## src/rtl/coin_tracker_if.sv

```systemverilog
`default_nettype none
// ============================================================================
//  Module      : coin_tracker_if
//  Description : Bundle between the level logic (master) and the coin
//                tracker (slave): coin/goal/death flags in, level-flow out.
//  Revision    : 1.0 - initial release
// ============================================================================
interface coin_tracker_if #(
    parameter int NUM_COINS  = 4,
    parameter int NUM_LEVELS = 3
);
    localparam int CW = ($clog2(NUM_COINS + 1) > 0) ? $clog2(NUM_COINS + 1) : 1;
    localparam int LW = ($clog2(NUM_LEVELS) > 0) ? $clog2(NUM_LEVELS) : 1;

    logic [NUM_COINS-1:0] collected;
    logic                 in_goal;
    logic                 player_dead;
    logic                 refresh;
    logic [LW-1:0]        level;
    logic [CW-1:0]        coins_left;
    logic                 all_collected;
    logic                 level_done;
    logic                 game_won;
    logic [7:0]           deaths;

    modport master (
        output collected,
        output in_goal,
        output player_dead,
        input  refresh,
        input  level,
        input  coins_left,
        input  all_collected,
        input  level_done,
        input  game_won,
        input  deaths
    );

    modport slave (
        input  collected,
        input  in_goal,
        input  player_dead,
        output refresh,
        output level,
        output coins_left,
        output all_collected,
        output level_done,
        output game_won,
        output deaths
    );
endinterface
`default_nettype wire

```

## src/rtl/coin_tracker.sv

```systemverilog
`default_nettype none
// ============================================================================
//  Module      : coin_tracker
//  Description : Level-progress controller: detects death / level clear,
//                pulses refresh to re-arm coins, advances the level index and
//                flags game completion. Define COIN_TRACKER_DEATHS_EN to build
//                the saturating 8-bit death counter.
//  Revision    : 1.0 - initial release
// ============================================================================
module coin_tracker #(
    parameter int NUM_COINS  = 4,
    parameter int NUM_LEVELS = 3
) (
    input  wire             frame_clk,
    input  wire             Reset,
    coin_tracker_if.slave   tif
);
    localparam int CW = ($clog2(NUM_COINS + 1) > 0) ? $clog2(NUM_COINS + 1) : 1;
    localparam int LW = ($clog2(NUM_LEVELS) > 0) ? $clog2(NUM_LEVELS) : 1;

    localparam logic [LW-1:0] c_LAST_LEVEL = LW'(NUM_LEVELS - 1);
    localparam logic [CW-1:0] c_NUM_COINS  = CW'(NUM_COINS);

    typedef enum logic [1:0] {
        ST_LOAD   = 2'd0,
        ST_SETTLE = 2'd1,
        ST_PLAY   = 2'd2,
        ST_WON    = 2'd3
    } state_t;

    state_t         r_state;
    logic           r_refresh;
    logic [LW-1:0]  r_level;
    logic [CW-1:0]  r_coins_left;
    logic           r_all_collected;
    logic           r_level_done;
    logic           r_game_won;
    logic [7:0]     r_deaths;

    logic [CW-1:0]  w_popcount;
    logic [CW-1:0]  w_coins_left;
    logic           w_all_collected;

    always_comb begin
        w_popcount = '0;
        for (int i = 0; i < NUM_COINS; i++) begin
            w_popcount = w_popcount + CW'(tif.collected[i]);
        end
    end

    assign w_coins_left    = c_NUM_COINS - w_popcount;
    assign w_all_collected = &tif.collected;

    // Coin status tracks the inputs in every state, independent of the FSM.
    always_ff @(posedge frame_clk) begin
        if (Reset) begin
            r_coins_left    <= c_NUM_COINS;
            r_all_collected <= 1'b0;
        end else begin
            r_coins_left    <= w_coins_left;
            r_all_collected <= w_all_collected;
        end
    end

    always_ff @(posedge frame_clk) begin
        if (Reset) begin
            r_state      <= ST_LOAD;
            r_refresh    <= 1'b0;
            r_level      <= '0;
            r_level_done <= 1'b0;
            r_game_won   <= 1'b0;
        end else begin
            r_refresh    <= 1'b0;
            r_level_done <= 1'b0;
            case (r_state)
                ST_LOAD: begin
                    r_refresh <= 1'b1;
                    r_state   <= ST_SETTLE;
                end
                ST_SETTLE: begin
                    r_state <= ST_PLAY;
                end
                ST_PLAY: begin
                    // Death outranks a simultaneous goal.
                    if (tif.player_dead) begin
                        r_state <= ST_LOAD;
                    end else if (tif.in_goal && r_all_collected) begin
                        r_level_done <= 1'b1;
                        if (r_level < c_LAST_LEVEL) begin
                            r_level <= r_level + LW'(1);
                            r_state <= ST_LOAD;
                        end else begin
                            r_game_won <= 1'b1;
                            r_state    <= ST_WON;
                        end
                    end
                end
                ST_WON: begin
                    r_state <= ST_WON;
                end
                default: begin
                    r_state <= ST_LOAD;
                end
            endcase
        end
    end

`ifdef COIN_TRACKER_DEATHS_EN
    logic w_death_evt;
    assign w_death_evt = (r_state == ST_PLAY) && tif.player_dead;

    always_ff @(posedge frame_clk) begin
        if (Reset) begin
            r_deaths <= 8'd0;
        end else if (w_death_evt && (r_deaths != 8'hFF)) begin
            r_deaths <= r_deaths + 8'd1;
        end
    end
`else
    assign r_deaths = 8'd0;
`endif

    assign tif.refresh       = r_refresh;
    assign tif.level         = r_level;
    assign tif.coins_left    = r_coins_left;
    assign tif.all_collected = r_all_collected;
    assign tif.level_done    = r_level_done;
    assign tif.game_won      = r_game_won;
    assign tif.deaths        = r_deaths;

endmodule
`default_nettype wire

```

## src/flat_wrapper.sv

```systemverilog
// flat-port wrapper written by rule: the top's interface ports become plain ports
module coin_tracker_flat 
#(
    parameter int NUM_COINS  = 4,
    parameter int NUM_LEVELS = 3
)
  (frame_clk, Reset, tif_collected, tif_in_goal, tif_player_dead, tif_refresh, tif_level, tif_coins_left, tif_all_collected, tif_level_done, tif_game_won, tif_deaths);
  coin_tracker_if #(.NUM_COINS(NUM_COINS), .NUM_LEVELS(NUM_LEVELS)) tif_i ();
  input  wire frame_clk;
  input  wire Reset;
  input wire logic [$bits(tif_i.collected)-1:0] tif_collected;
  input wire logic [$bits(tif_i.in_goal)-1:0] tif_in_goal;
  input wire logic [$bits(tif_i.player_dead)-1:0] tif_player_dead;
  output wire logic [$bits(tif_i.refresh)-1:0] tif_refresh;
  output wire logic [$bits(tif_i.level)-1:0] tif_level;
  output wire logic [$bits(tif_i.coins_left)-1:0] tif_coins_left;
  output wire logic [$bits(tif_i.all_collected)-1:0] tif_all_collected;
  output wire logic [$bits(tif_i.level_done)-1:0] tif_level_done;
  output wire logic [$bits(tif_i.game_won)-1:0] tif_game_won;
  output wire logic [$bits(tif_i.deaths)-1:0] tif_deaths;
  assign tif_i.collected = tif_collected;
  assign tif_i.in_goal = tif_in_goal;
  assign tif_i.player_dead = tif_player_dead;
  assign tif_refresh = tif_i.refresh;
  assign tif_level = tif_i.level;
  assign tif_coins_left = tif_i.coins_left;
  assign tif_all_collected = tif_i.all_collected;
  assign tif_level_done = tif_i.level_done;
  assign tif_game_won = tif_i.game_won;
  assign tif_deaths = tif_i.deaths;
  coin_tracker #(.NUM_COINS(NUM_COINS), .NUM_LEVELS(NUM_LEVELS)) u_core (.frame_clk(frame_clk), .Reset(Reset), .tif(tif_i));
endmodule
```

## config.mk

```make
export PLATFORM = sky130hd
export DESIGN_NAME = coin_tracker_flat
export DESIGN_NICKNAME = d
export VERILOG_FILES = /design/src/rtl/coin_tracker_if.sv /design/src/rtl/coin_tracker.sv /design/src/flat_wrapper.sv
export SDC_FILE = /design/constraint.sdc
export NUM_CORES = 1
export LEC_CHECK = 0
export CORE_MARGIN = 2
export CORE_UTILIZATION = 35
export CTS_BUF_LIST = sky130_fd_sc_hd__clkbuf_4 sky130_fd_sc_hd__clkbuf_8 sky130_fd_sc_hd__clkbuf_16
export DETAILED_ROUTE_END_ITERATION = 10
export PLACE_DENSITY = 0.81
export SLEW_MARGIN = 0
export SYNTH_ARGS = -nofsm -noshare
export SYNTH_HDL_FRONTEND = slang
export SYNTH_SLANG_ARGS = --single-unit
```

## constraint.sdc

```tcl
create_clock -name frame_clk -period 1.1 [get_ports frame_clk]
set_clock_uncertainty 0.05 [all_clocks]
set_input_delay 0.165 -clock frame_clk [delete_from_list [all_inputs] [get_ports frame_clk]]
set_output_delay 0.165 -clock frame_clk [all_outputs]
set_load 0.02 [all_outputs]
```

* Word level (Yosys, flattened, before mapping) *
Index checks and enable logic that the tools add are counted.
Widths: inputs -> output; s select.

word-level totals
  input port bits = 8
  flip-flop bits (word level) = 11

cells by class
  add/sub/neg operators = 5
  eq/ne operators = 4
  bitwise operators = 3
  reduce and logical (&&, ||, !) cells = 6
  multiplexer cells = 6
  magnitude comparators = 1

operator list
  kind                 count
  $reduce_and 4->1     3
  $pmux 2 s4           1
  $add 3x1->3          2
  $mux 2               3
  $eq 2x2->1 const B   2
  $ne 3x2->1 const B   1
  $not 1->1            3
  $reduce_or 3->1      1
  $sub 3x3->3 const A  1
  $add 1x1->2          1
  $add 2x1->2 const B  1
  $eq 2x1->1 const B   1
  $logic_not 2->1      1
  $lt 2x2->1 const B   1
  $mux 1               2
  $logic_and 1x1->1    1

* Longest topological paths before layout *
  depth in word-level cells = 5
  mapped depth = 6

* Worst setup path after synthesis *
Ideal clock, no wire load.

  kind = reg2reg
  from = reg u_core.r_all_collected, in the netlist u_core.tif.all_collected
  to = reg u_core.r_level[0], in the netlist u_core.tif.level[0]
  path slack = -0.174 ns
  data arrival time = 1.103 ns
  period minus slack after synthesis = 1.274 ns
  library setup time = 0.121 ns
  cell stages (with the launch flop) = 4
  path buffers = 0
  data required time = 0.929 ns
  cells stage by stage = dfxtp_1 -> nand3b_1 -> and2b_1 -> mux2_4

on the way
  longest elaborated chain between the ends = 2

RTL lines
  what                               RTL line            source
  start, declared                    coin_tracker.sv:35  logic r_all_collected;
  start signal, assigned             coin_tracker.sv:61  r_all_collected <= w_all_collected;
  $logic_and 1x1->1                  coin_tracker.sv:87  end else if (tif.in_goal && r_all_collected) begin
  $reduce_and 4->1 (no source line)  n/a
  end signal, assigned               coin_tracker.sv:90  r_level <= r_level + LW'(1);
  end, declared                      coin_tracker.sv:33  logic [LW-1:0] r_level;

Every way passes these cells.
A chain may end at the register's enable or synchronous reset.

* Worst setup path in the final report *
  from = reg u_core.r_level[1], in the netlist u_core.tif.level[1]
  to = reg u_core.r_level[0], in the netlist u_core.tif.level[0]

on the way
  longest elaborated chain between the ends = 2

RTL lines
  what                               RTL line            source
  $lt 2x2->1                         coin_tracker.sv:89  if (r_level < c_LAST_LEVEL) begin
  $reduce_and 4->1 (no source line)  n/a

Every way passes these cells.

==> impl_results.md <==
- Top post-synthesis cells by area: dfxtp_1 41%, ha_1 12%, buf_4 11%, a41oi_1 4.9%, nor2b_1 4.7%
- Routed via count: 434
- Max-Cap Viols: 0
- Sum Neg Setup Slack: -0.1289 ns
- First-pass GRT wire length: 1800 um
- Cell count after placement: 93
- Layout area overhead: 57.11%
- Final HPWL from detailed placement: 791.9 um
- Largest area contributor in the netlist: dfxtp_1
- Pin count of the biggest net entering global routing: 11
- Max clock buf depth: 2
- Synth top area share: 41.03%
- Power Density: 1153 mW/mm^2
- Share of cells above drive strength 1: 51.22%
- Antenna diodes: 0
- CP cell instances: nand3b_1, and2b_1, mux2_4
- 1st-iter DRT viols: 4
- Finished Core Util: 57.31%
- Final setup vio count: 2
- Worst flop-to-flop path startpoint: u_core.tif.level[1]
- Failing checks: negative setup slack
- Finished Cell Area: 843.3 um^2
- Clock transition at path regs: 0.07 ns
- TritonCTS clock tree: yes
- Final period util: 108.7%
- Most frequent cell after synthesis: dfxtp_1
- Non-Filler Instances: 98
- Synth warn: 0
- Core Box Area: 0.001471 mm^2
- Detailed Route WL: 1070 um
- Final Hold Vio Count: 0
- Row Count: 14
- Async set or reset register ratio after synthesis: 0%
- Grt ovf: 0
- Synthesized area per cell: 9.940 um^2
- Post-layout min period: 1.196 ns
- Min-delay src: tif_collected[3]
- I/O Buffers: 16
- Pleak: 0.3814 nW
- DR WL/cell: 10.92 um
- Final setup margin: -0.09573 ns
- Hold_buf cts: 0
- Placed Area: 792.0 um^2
- Die height: 43.16 um
- Worst vdd ir: 0.0004706 V
- Register area share after synthesis: 41.03%
- Vias in the first global route: 434
- Slew Viols, Final: 0
- RSZ-0062 raised after global routing: true
- Worst hold path class: primary input to flip-flop
- Synthesized area: 536.8 um^2
- Slowest CP cell: dfxtp_2
- Kind of critical path: flip-flop to flip-flop
- H-tree Lvls: 1
- Seq cells post-synth: 11
- Crit path from: u_core.tif.level[1]
- Total track usage: 13.13%
- CP Data Arrival Time: 1.30 ns
- GP Congestion: 0.7642
- I/O Pins: 25
- Drt via density: 4.429
- Crit path capture type: flip-flop
- Worst Path Max Fanout: 3
- Die X: 43.16 um
- Die Area: 0.001863 mm^2
- Starting Density: 36.48%
- CP peak stage delay: 0.32 ns
- Top achievable clock speed: 0.8363 GHz
- Worst skew pair latency: 0.26 ns
- CP Launch Type: flip-flop
- Outcome: finished with violations
- Cells on worst reg2reg path: 3
- Synth cell count leaders: 11 x dfxtp_1, 8 x buf_4, 5 x ha_1, 5 x nor2_1
- Dominant synthesized flop cell: dfxtp_1
- Total power: 0.0009724 W
- Layout net count: 96
- Clk sink count: 11
- Synth cell types: 20
- CTS Buf Count: 3
- Gate Count Post-Synth: 54
- Drt first pass iters: 3
- Worst Path Required: 1.20 ns
- CTS Root Cell: clkbuf_4
- DRC: 0
- DRT antenna net count: 0
- Hold depth: 4
- EDFF count, synth: 0
- Antenna violations before repair: 0
-- cells by family (layout without fill, tap and decap cells) --
family	Yosys count	after routing	synth area share [%]
muxes	1	1	2.796
DFF	11	11	41.03
AOI/OAI and AO/OA	4	4	6.062
and+or+nand+nor	18	18	21.45
xor gates and xnor gates	1	1	1.632
adders and majority gates	5	5	11.66
buffers and inverters	13	34	14.68
other	1	8	0.6986
-- registers in the layout, summed over array words and instances, names as in the netlist --
name	cells
u_core.tif.coins_left	3
u_core.tif.level	2
u_core.r_state	2
u_core.tif.game_won	1
u_core.tif.all_collected	1
u_core.tif.level_done	1
u_core.tif.refresh	1
-- metrics by stage --
stage,hold WS [ns],worst slack (ns)
finish,0.4330,-0.09573
global route,0.4317,-0.1557
CTS,0.3881,-0.08505
detailed placement,0.4310,-0.5490
global placement,0.4201,-0.5157
floorplan,0.2553,-0.07923
-- worst paths after layout --
path | endpoint | slack (ns)
min reg2reg | u_core.tif.game_won | 0.44
max reg2reg | u_core.tif.level[0] | -0.1
min | u_core.tif.all_collected | 0.43
max | u_core.tif.level[0] | -0.1
-- worst max-delay path: cells and delay by family, from the launching register on --
| kind | cells | cell delay [ns] |
|---|---|---|
| AND/OR/NAND/NOR | 2 | 0.42 |
| multiplexers | 1 | 0.29 |
| flip-flops | 1 | 0.32 |
-- layer usage --
layer | part of all wire [%] | track usage (%) | vias up
li1 | - | - | 217
met1 | 37 | 14.03 | 200
met3 | 8.7 | 5.106 | 2
met2 | 54 | 21.79 | 15
met4 | 0.37 | 7.273 | 0
met5 | 0 | 0 | -
-- area by class of cell --
| type | instances | area (um^2) |
|---|---|---|
| Sequential cell | 11 | 225.2 |
| Timing Repair Buffer | 26 | 214.0 |
| Multi-Input combinational cell | 37 | 339.1 |
| Clock buffer | 4 | 30.03 |
| Tap cell | 16 | 20.02 |
| Inverter | 4 | 15.01 |
| Fill cell | 131 | 628.1 |
-- layout by cell type (no fill, tap or decap), types with 2 or more instances in the layout --
master	count
conb_1	8
ha_4	4
dfxtp_2	4
buf_4	9
clkbuf_4	4
clkdlybuf4s50_1	2
nor3_1	2
clkbuf_2	3
dfxtp_1	7
clkdlybuf4s15_2	6
nor2_1	5
inv_2	2
nor2b_1	4
inv_1	2
dlygate4sd2_1	2
buf_2	3
a41oi_1	2
-- report_power, final --
part | leakage [nW] | switching [W] | total [W] | internal [W]
clock | 0.0184 | 0.000131 | 0.000296 | 0.000165
combinational | 0.271 | 0.000124 | 0.000239 | 0.000115
sequential | 0.0920 | 0.0000118 | 0.000438 | 0.000426
total | 0.381 | 0.000266 | 0.000972 | 0.000706
-- timing repair --
action,4_1_cts,5_1_grt
endpoints found under the setup margin,13,12
buffers inserted,2,0
resized for setup,35,13
pin swaps,0,2
Note: power is estimated with default switching activity, not from simulation.
